**src/rtl/fir_share_sched_pkg.sv**
```systemverilog
// Shared constants and helpers for the time-shared 3-tap smoothing filter.
// Latency: n/a (compile-time definitions only).
// Backpressure: n/a.
package fir_share_sched_pkg;

  // Default geometry: two component streams of 8-bit samples
  localparam int DEF_CH = 2;
  localparam int DEF_DW = 8;

  // Tap weights 1/4, 1/2, 1/4 realised as right shifts
  localparam int SHIFT_OUTER  = 2;
  localparam int SHIFT_CENTER = 1;

  // Ceiling log2, never below 1 so a channel tag always has at least one bit
  function automatic int clog2_min1(input int n);
    int r;
    r = 0;
    for (int i = 0; i < 31; i++) begin
      if ((1 << i) < n) r = i + 1;
    end
    return (r < 1) ? 1 : r;
  endfunction

endpackage

```
**src/rtl/rr_arbiter.sv**
```systemverilog
// Round-robin arbiter: one-hot grant to the first requester after the last winner.
// Latency: grant is combinational; pointer updates at the edge of a granted cycle.
// Backpressure: adv=0 forces an all-zero grant and freezes the pointer.
module rr_arbiter
  import fir_share_sched_pkg::*;
#(
  parameter int CH  = DEF_CH,
  parameter int CHW = clog2_min1(DEF_CH)
) (
  input  logic           clk,
  input  logic           rst_n,
  input  logic [CH-1:0]  req,
  input  logic           adv,
  output logic [CH-1:0]  grant,
  output logic [CHW-1:0] grant_idx,
  output logic           grant_any
);

  logic [CHW-1:0] ptr;
  logic [CHW-1:0] idx;

  // Search from ptr+1 with wrap-around; first requester found wins
  always_comb begin
    grant     = '0;
    grant_idx = '0;
    grant_any = 1'b0;
    idx       = '0;
    if (adv) begin
      for (int off = 1; off <= CH; off++) begin
        idx = CHW'((int'(ptr) + off) % CH);
        if (!grant_any && req[idx]) begin
          grant[idx] = 1'b1;
          grant_idx  = idx;
          grant_any  = 1'b1;
        end
      end
    end
  end

  // Pointer remembers the last winner; reset to CH-1 so channel 0 goes first
  always_ff @(posedge clk or negedge rst_n) begin
    if (!rst_n) begin
      ptr <= CHW'(CH - 1);
    end else if (grant_any) begin
      ptr <= grant_idx;
    end
  end

endmodule

```
**src/rtl/fir_share_sched.sv**
```systemverilog
// Shares one 3-tap (1/4,1/2,1/4) smoothing datapath among CH sample streams, tagged output.
// Latency: handshake in cycle T yields m_valid in cycle T+2; 1 result/cycle aggregate.
// Backpressure: m_valid && !m_ready freezes every stage and drives s_ready to zero.
module fir_share_sched
  import fir_share_sched_pkg::*;
#(
  parameter int CH  = DEF_CH,
  parameter int DW  = DEF_DW,
  parameter int CHW = clog2_min1(CH)
) (
  input  logic             clk,
  input  logic             rst_n,
  input  logic [CH-1:0]    s_valid,
  input  logic [CH*DW-1:0] s_data,
  output logic [CH-1:0]    s_ready,
  input  logic [CH-1:0]    clr,
  output logic             m_valid,
  output logic [DW-1:0]    m_data,
  output logic [CHW-1:0]   m_chan,
  input  logic             m_ready
);

  logic           adv;
  logic           hs;
  logic [CHW-1:0] sel;

  logic [DW-1:0]  samp [CH];
  logic [DW-1:0]  h0   [CH];
  logic [DW-1:0]  h1   [CH];

  logic [DW-1:0]  t0;
  logic [DW-1:0]  t1;
  logic [DW-1:0]  t2;
  logic [DW:0]    outer_sum;

  logic           s1_vld;
  logic [CHW-1:0] s1_chan;
  logic [DW-1:0]  p0;
  logic [DW-1:0]  p1;

  // Whole pipeline moves only when the output slot is empty or being drained
  assign adv = !m_valid || m_ready;

  rr_arbiter #(
    .CH  (CH),
    .CHW (CHW)
  ) u_arb (
    .clk       (clk),
    .rst_n     (rst_n),
    .req       (s_valid),
    .adv       (adv),
    .grant     (s_ready),
    .grant_idx (sel),
    .grant_any (hs)
  );

  // Unpack the flat sample bus and gather taps for the granted channel;
  // a coincident clear makes the sample see an empty history
  always_comb begin
    for (int i = 0; i < CH; i++) begin
      samp[i] = s_data[i*DW +: DW];
    end
    t0        = samp[sel];
    t1        = clr[sel] ? '0 : h0[sel];
    t2        = clr[sel] ? '0 : h1[sel];
    outer_sum = {1'b0, t0} + {1'b0, t2};
  end

  // Per-channel tap history: clear wins over shift, but an accepted sample still lands in h0
  always_ff @(posedge clk or negedge rst_n) begin
    if (!rst_n) begin
      for (int i = 0; i < CH; i++) begin
        h0[i] <= '0;
        h1[i] <= '0;
      end
    end else begin
      for (int i = 0; i < CH; i++) begin
        if (clr[i]) begin
          h1[i] <= '0;
          h0[i] <= s_ready[i] ? samp[i] : '0;
        end else if (s_ready[i]) begin
          h1[i] <= h0[i];
          h0[i] <= samp[i];
        end
      end
    end
  end

  // Stage 1: outer taps summed at DW+1 bits then quartered, centre tap halved
  always_ff @(posedge clk or negedge rst_n) begin
    if (!rst_n) begin
      s1_vld  <= 1'b0;
      s1_chan <= '0;
      p0      <= '0;
      p1      <= '0;
    end else if (adv) begin
      s1_vld <= hs;
      if (hs) begin
        s1_chan <= sel;
        p0      <= DW'(outer_sum >> SHIFT_OUTER);
        p1      <= t1 >> SHIFT_CENTER;
      end
    end
  end

  // Stage 2: final add; max is (2^DW-1)/2*2 so the DW-bit result never wraps
  always_ff @(posedge clk or negedge rst_n) begin
    if (!rst_n) begin
      m_valid <= 1'b0;
      m_data  <= '0;
      m_chan  <= '0;
    end else if (adv) begin
      m_valid <= s1_vld;
      if (s1_vld) begin
        m_data <= p0 + p1;
        m_chan <= s1_chan;
      end
    end
  end

endmodule

```
**config.mk**
```make
export PLATFORM = sky130hd
export DESIGN_NAME = fir_share_sched
export DESIGN_NICKNAME = d
export VERILOG_FILES = /design/src/rtl/fir_share_sched_pkg.sv /design/src/rtl/rr_arbiter.sv /design/src/rtl/fir_share_sched.sv
export SDC_FILE = /design/constraint.sdc
export NUM_CORES = 1
export LEC_CHECK = 0
export CORE_ASPECT_RATIO = 1.2
export CORE_UTILIZATION = 40
export CTS_BUF_LIST = sky130_fd_sc_hd__clkbuf_4
export CTS_CLUSTER_SIZE = 28
export DETAILED_ROUTE_END_ITERATION = 8
export GPL_ROUTABILITY_DRIVEN = 0
export HOLD_SLACK_MARGIN = 0.02
export PLACE_DENSITY = 0.66
export REMOVE_ABC_BUFFERS = 1
export SLEW_MARGIN = 20
export SYNTH_ARGS = -nofsm -noshare
export SYNTH_HDL_FRONTEND = slang
export SYNTH_SLANG_ARGS = --single-unit
```
**constraint.sdc**
```tcl
create_clock -name clk -period 2.3 [get_ports clk]
set_input_delay 0.23 -clock clk [delete_from_list [all_inputs] [get_ports clk]]
set_output_delay 0.23 -clock clk [all_outputs]
set_load 0.01 [all_outputs]
```
* Word-level counts from Yosys, hierarchy flattened
Index checks and enable logic that the tools add are counted.
** Operators by class
- $add $sub $neg :: 4
- $mul :: 0
- Div/mod/pow operators :: 0
- $lt $le $gt $ge :: 6
- Equal/unequal tests :: 0
- Shift-type cells :: 0
- Multiplexer cells :: 42
- Bitwise operators :: 2
- Reduce and logical (&&, ||, !) cells :: 10
** Operators by type and width (number)
- two-way mux 8 bit :: 21
- two-way mux 1 bit :: 15
- adder 8 x 8 -> 9 bit :: 1
- adder 7 x 7 -> 8 bit :: 1
- two-way mux 2 bit :: 4
- < comparator 1 x 2 -> 1 bit (second input constant) :: 3
- AND reduction 2 bit :: 2
- nonzero test 2 bit :: 2
- logical AND 1 bit :: 3
- adder 1 bit (second input constant) :: 2
- demux 1 bit (select 1 bit) :: 2
- >= comparator 1 bit (second input constant) :: 2
- >= comparator 2 bit (second input constant) :: 1
- logical NOT 1 bit :: 2
- inverter 1 -> 2 bit :: 1
- bitwise OR 2 bit :: 1
- logical OR 1 bit :: 1
** Word-level totals
- Register bits :: 59
- Latch bits :: 0
- Bits in writable memories :: 0
- Memory bits (read-only) :: 0
- Bits of input ports :: 23
- Output and inout bits :: 12
- Logic and storage cells :: 76
- Memories kept :: 0

* Longest topological paths before layout
Gate-level depths: netlist (run 1).
- Word-level depth :: 15
- Gate-level depth with buffers :: 15
- Depth with buffers taken out :: 13

* Hierarchy
Synthesis (run 1) repeated with hierarchy kept, for this count alone.
** Unflattened totals
- Cells, all modules :: 307
- Area total of the unflattened synthesis :: 3151.8 µm²
** Modules (own cells, without submodules)
- fir_share_sched :: times used 1, cells an instance 297, area each 3076.7 µm², seq. area each 1451.4 µm²
- rr_arbiter :: times used 1, cells an instance 10, area each 75.1 µm², seq. area each 26.3 µm²

* Least setup slack after synthesis (run 1)
Ideal clock, no wire load.
- Path kind :: reg2reg
- From :: register m_valid
- To :: register p0[5]
- Setup time :: 0.132 ns
- Arrival :: 2.306 ns
- Data required time :: 2.168 ns
- Setup slack :: -0.137 ns
- Stages on the path, launching flop included :: 16
- Path buffers :: 2
- Clock period less this slack :: 2.437 ns
- Path through :: dfrtp_1 nand2b_4 buf_6 nand2_8 inv_2 nand2_1 nand2_1 buf_2 a21oi_1 ha_1 o21ai_0 a21oi_1 nand4_1 o21ai_1 xnor2_1 o21ai_1
** On the way
- Word-level cells in the longest chain between the ends :: 9
- Elaborated cells between the ends (all ways) :: 16
- Classes of those cells :: add/sub (1); mux (11); bitwise (1); reduce/logical (3)
** Ends and longest elaborated chain
- start: declaration :: line fir_share_sched.sv:17 : output logic m_valid,
- start signal: assignment :: line fir_share_sched.sv:113 : m_valid <= s1_vld;
- logical NOT 1 bit * :: line fir_share_sched.sv:42 : assign adv = !m_valid || m_ready;
- logical OR 1 bit * :: line fir_share_sched.sv:42
- two-way mux 1 bit :: line rr_arbiter.sv:28 : if (adv) begin
- inverter 1 -> 2 bit (not written as such) :: line fir_share_sched.sv:63, fir_share_sched.sv:65
- two-way mux 8 bit (not written as such) (3 in a row) :: line fir_share_sched.sv:65 : t2 = clr[sel] ? '0 : h1[sel];
- two-way mux 8 bit :: line fir_share_sched.sv:65
- adder 8 x 8 -> 9 bit :: line fir_share_sched.sv:66 : outer_sum = {1'b0, t0} + {1'b0, t2};
- end signal: assignment :: line fir_share_sched.sv:100 : p0 <= DW'(outer_sum >> SHIFT_OUTER);
- end: declaration :: line fir_share_sched.sv:38 : logic [DW-1:0] p0;
Mark *: on every way between the ends. The rest lies on a longest branch, timed or not. The select of a mux whose other input is x is not followed.
A chain may end at the register's enable or synchronous reset.

* Worst setup path after layout (run 1)
- From :: register u_arb.ptr
- To :: register p0[4]
** On the way
- Word-level cells in the longest chain between the ends :: 15
- Elaborated cells between the ends (all ways) :: 27
- Classes of those cells :: add/sub (3); mux (20); bitwise (1); reduce/logical (3)
** Ends and longest elaborated chain
- start: declaration :: line rr_arbiter.sv:19 : logic [CHW-1:0] ptr;
- start signal: assignment :: line rr_arbiter.sv:43 : ptr <= CHW'(CH - 1);
- start signal: assignment :: line rr_arbiter.sv:45 : ptr <= grant_idx;
- adder 1 bit :: line rr_arbiter.sv:30 : idx = CHW'((int'(ptr) + off) % CH);
- two-way mux 1 bit (not written as such) (2 in a row) :: line rr_arbiter.sv:31 : if (!grant_any && req[idx]) begin
- two-way mux 1 bit :: line rr_arbiter.sv:31
- two-way mux 1 bit :: line rr_arbiter.sv:28
- logical NOT 1 bit :: line rr_arbiter.sv:31
- logical AND 1 bit :: line rr_arbiter.sv:31
- two-way mux 1 bit :: line rr_arbiter.sv:31
- two-way mux 1 bit :: line rr_arbiter.sv:28
- inverter 1 -> 2 bit (not written as such) :: line fir_share_sched.sv:63, fir_share_sched.sv:65
- two-way mux 8 bit (not written as such) (3 in a row) :: line fir_share_sched.sv:65
- two-way mux 8 bit :: line fir_share_sched.sv:65
- adder 8 x 8 -> 9 bit :: line fir_share_sched.sv:66
Parallel ways exist; a longest one is shown, timed or not. The select of a mux whose other input is x is not followed.

==> results of run 1 <==
-- power by group through the flow --
stage	Clock, mW	Combinational (mW)	Sequential (mW)
2_1_floorplan	0	0.395	1.34
3_3_place_gp	0	0.821	1.31
3_5_place_dp	0	0.838	1.32
4_1_cts	0.638	0.850	1.30
5_1_grt	0.693	1.01	1.32
6_report	0.615	0.900	1.29
-- synth_stat cells (2+ instances only) --
cell type,number
xnor2_1,3
buf_2,4
ha_1,14
o21a_1,2
inv_1,7
nand3b_1,11
nor3_1,2
a21oi_1,30
nor2_1,6
xor2_1,4
a21o_1,2
a21boi_1,2
o21ai_1,6
buf_6,2
o21ai_0,11
nand4_1,2
dfrtp_1,58
a21boi_0,6
nand2_1,117
mux2_2,2
o31ai_1,11
a211oi_1,3
a22o_1,7
nor2b_1,2
inv_2,2
clkbuf_1,10
-- cells by family (layout without fill, tap and decap cells) --
kind of cell	after synthesis	count (layout)	share of synthesized area (%)
AO/OA/AOI/OAI	86	86	18.1
buffers and inverters	25	102	3.69
multiplexers	3	3	1.05
flip-flops	59	59	47.9
AND/OR/NAND/NOR	147	147	21.0
XOR/XNOR	7	7	1.99
adder cells (fa/ha/maj)	15	15	6.32
-- through the flow --
step / setup WS, ps / power (mW) / area [sq um] / instances
after CTS: 4.69 / 2.78 / 3860 / 500
after floorplan: -511 / 1.73 / 3010 / 326
after detailed placement: -489 / 2.16 / 3720 / 483
after global routing: -166 / 3.02 / 4050 / 509
final: -40.7 / 2.81 / 4050 / 509
after global placement: -378 / 2.13 / 3720 / 483
-- worst register-to-register path: stages, from the launching register on --
cell      delay [ps]
dfstp_2          560
a21boi_4          80
nand2_8           90
inv_6             40
buf_6            120
nand2_2           70
nand2_2           70
ha_4             170
buf_6            120
nor3_4           190
nand4_1          170
nand2_2          140
nor2_2            50
a211oi_2         230
o31ai_1          120
-- cell type report --
| class | count | area share (%) |
|---|---|---|
| Timing Repair Buffer | 77 | 17.2 |
| Clock buffer | 12 | 2.22 |
| Multi-Input combinational cell | 258 | 39.9 |
| Inverter | 9 | 0.958 |
| Sequential cell | 59 | 36.5 |
| Tap cell | 90 | 2.78 |
| Clock inverter | 4 | 0.432 |
-- layout by cell type, fill, tap and decap left out, drive strengths merged, types with 7 or more instances in the layout --
cell type / n
nor2: 7
nand3b: 11
o31ai: 11
a21boi: 9
a22o: 7
o21ai: 17
nand2: 118
a21oi: 30
ha: 14
inv: 9
dfrtp: 58
clkbuf: 12
buf: 43
clkdlybuf4s50: 33
-- flip-flops by register name, indices dropped and copies added, names as in the netlist --
signal and cells:
m_chan 1, h1 16, p1 7, s1_vld 1
p0 7, m_valid 1, s1_chan 1, u_arb.ptr 1
m_data 8, h0 16
-- worst paths after layout --
check / endpoint / slack, ps / cells after the start
worst max-delay path: p0[4] / -40 / 14
worst min-delay path: h0[8] / 370 / 3
worst max register to register: p0[4] / -40 / 14
worst min register to register: m_data[3] / 480 / 2
max in group asynchronous: u_arb.ptr / 1240 / 3
min in group asynchronous: h1[10] / 390 / 2
-- what timing repair did --
item,in CTS,in global routing
pin swaps,6,21
setup endpoints to repair,4,6
hold endpoints to repair,29,0
cloned,0,0
setup buffers,0,9
hold buffers,1,0
resized for setup,6,31
-- metal layers --
metal | global-route usage (%) | part of all wire, % | vias to the layer above
li1 | - | - | 1311
met1 | 24.9 | 44 | 1248
met2 | 31.2 | 50 | 46
met3 | 3.36 | 2.6 | 17
met4 | 9.31 | 2.9 | 0
met5 | 0 | 0 | -
==> out/qor.txt, run 1 <==
Final hold vios - 0
Critical path capture point type - flop
Post-synth EDFFs - 0
RSZ-0062 raised after global routing - true
Setup_tns - -51.5 ps
Clk Latency, worst-skew pair - 410 ps
Die ar. - 0.00807 sq mm
Distinct cell type count after synthesis - 42
Core Area - 0.00736 sq mm
Top Ports - 35
Share of power burned in registers - 46.1%
Initial core utilization - 41.9%
Clk sinks - 59
Placed wire-length estimate - 5180 um
Switching power - 0.901 mW
WL final - 7280 um
Worst path required time - 2570 ps
Slowest CP cell - dfstp_2
Area occupied by multi-input gates - 0.00162 sq mm
Min cycle time layout - 2340 ps
Crit path buffers/inverters - 3
Top Family by Delay on Critical Path - simple AND/OR/NAND/NOR gates
Max Clock Freq - 427 MHz
Worst Setup SP - u_arb.ptr
Failing checks - setup timing
Most used cell, CP - nand2_2
Mapped cell area - 0.00309 sq mm
Drt pass-1 iters - 4
Register area - 0.00148 sq mm
Hold Startpoint - s_data[0]
Register area share after synthesis - 47.9%
Die X - 82.2 um
# rows - 34
Detail Route Antenna Nets - 0
Number of buffers created by CTS - 9
Power density over cell area - 694 mW/mm^2
Synthesized area per cell - 9.03 sq um
Cell taking the most area after synthesis - dfrtp_1
Clk pwr share - 21.9%
Hold Crit Class - input port to flop
TritonCTS clock tree - yes
DR DRC count - 0
Vias per inst - 5.15
Via Count - 2622
Max_slew headroom - 53.9%
Least-Margin Pin Slew - 692 ps
Post-Syn Instances - 342
Worst vdd ir - 0.000404 V
Routed len/inst - 14.3 um
Final Cycle Share - 102%
Ys async rst share - 100%
Status - complete, but fails checks
Initial antenna violation count - 0
Clock-pin slew on the worst setup and hold paths - 100 ps
Worst r2r src - u_arb.ptr
Switch share - 32.1%
Area Overhead vs Synth - 31.2%
Synth top area cells - dfrtp_1, nand2_1, ha_1
Leakage power - 1.89 nW
Worst hold slack - 372 ps
P_int - 1.91 mW
Yosys synthesis warning count - 0
Clock Skew - 13.0 ps
Clock Tree Root - clkbuf_4
Setup ws final - -40.7 ps
Initial DRC Count - 125
CP cell instances - a21boi_4, nand2_8, inv_6, buf_6, nand2_2, nand2_2, ha_4, buf_6, nor3_4, nand4_1, nand2_2, nor2_2, a211oi_2, o31ai_1
Critical Path AT - 2610 ps
Dominant synthesized flop cell - dfrtp_1
Layout fillers - 684
Register bit total from synthesis - 59
Number of global-route vias before repair - 2582
Global-route wire length before repair - 11800 um
Fin nets - 452
CTS H-Tree Depth - 3
Fraction of layout cells with a size suffix above 1 - 21.7%
Gate power share - 32.0%
CP startpoint kind - flop
Final setup fails - 3
Max Cap Viol - 0
Total gr overflow - 0
Area fraction of the dominant cell type after synthesis - 47.0%
N_diodes - 0
CP max FO - 5
IO Port Bufs - 34
Largest net degree at the start of global routing - 31
CP max stage delay - 560 ps
Die Ht - 98.2 um
Fin util - 55.0%
Overall Global Routing Usage - 19.4%
Final slew viol count - 0
CTS Buffer Depth - 2
WS Path Type - flop to flop
No activity file was read; power rests on OpenSTA's default activity.
==> inputs of run 2 (changes only) <==
--- a/config.mk
+++ b/config.mk
@@ -8,6 +8,7 @@
 export CORE_ASPECT_RATIO = 1.2
 export CORE_UTILIZATION = 40
 export CTS_BUF_LIST = sky130_fd_sc_hd__clkbuf_4
+export CTS_CLUSTER_DIAMETER = 150
 export CTS_CLUSTER_SIZE = 28
 export DETAILED_ROUTE_END_ITERATION = 8
 export GPL_ROUTABILITY_DRIVEN = 0
==> results of run 2 <==
Final layout, timing and power as in run 1 (identical DEF).
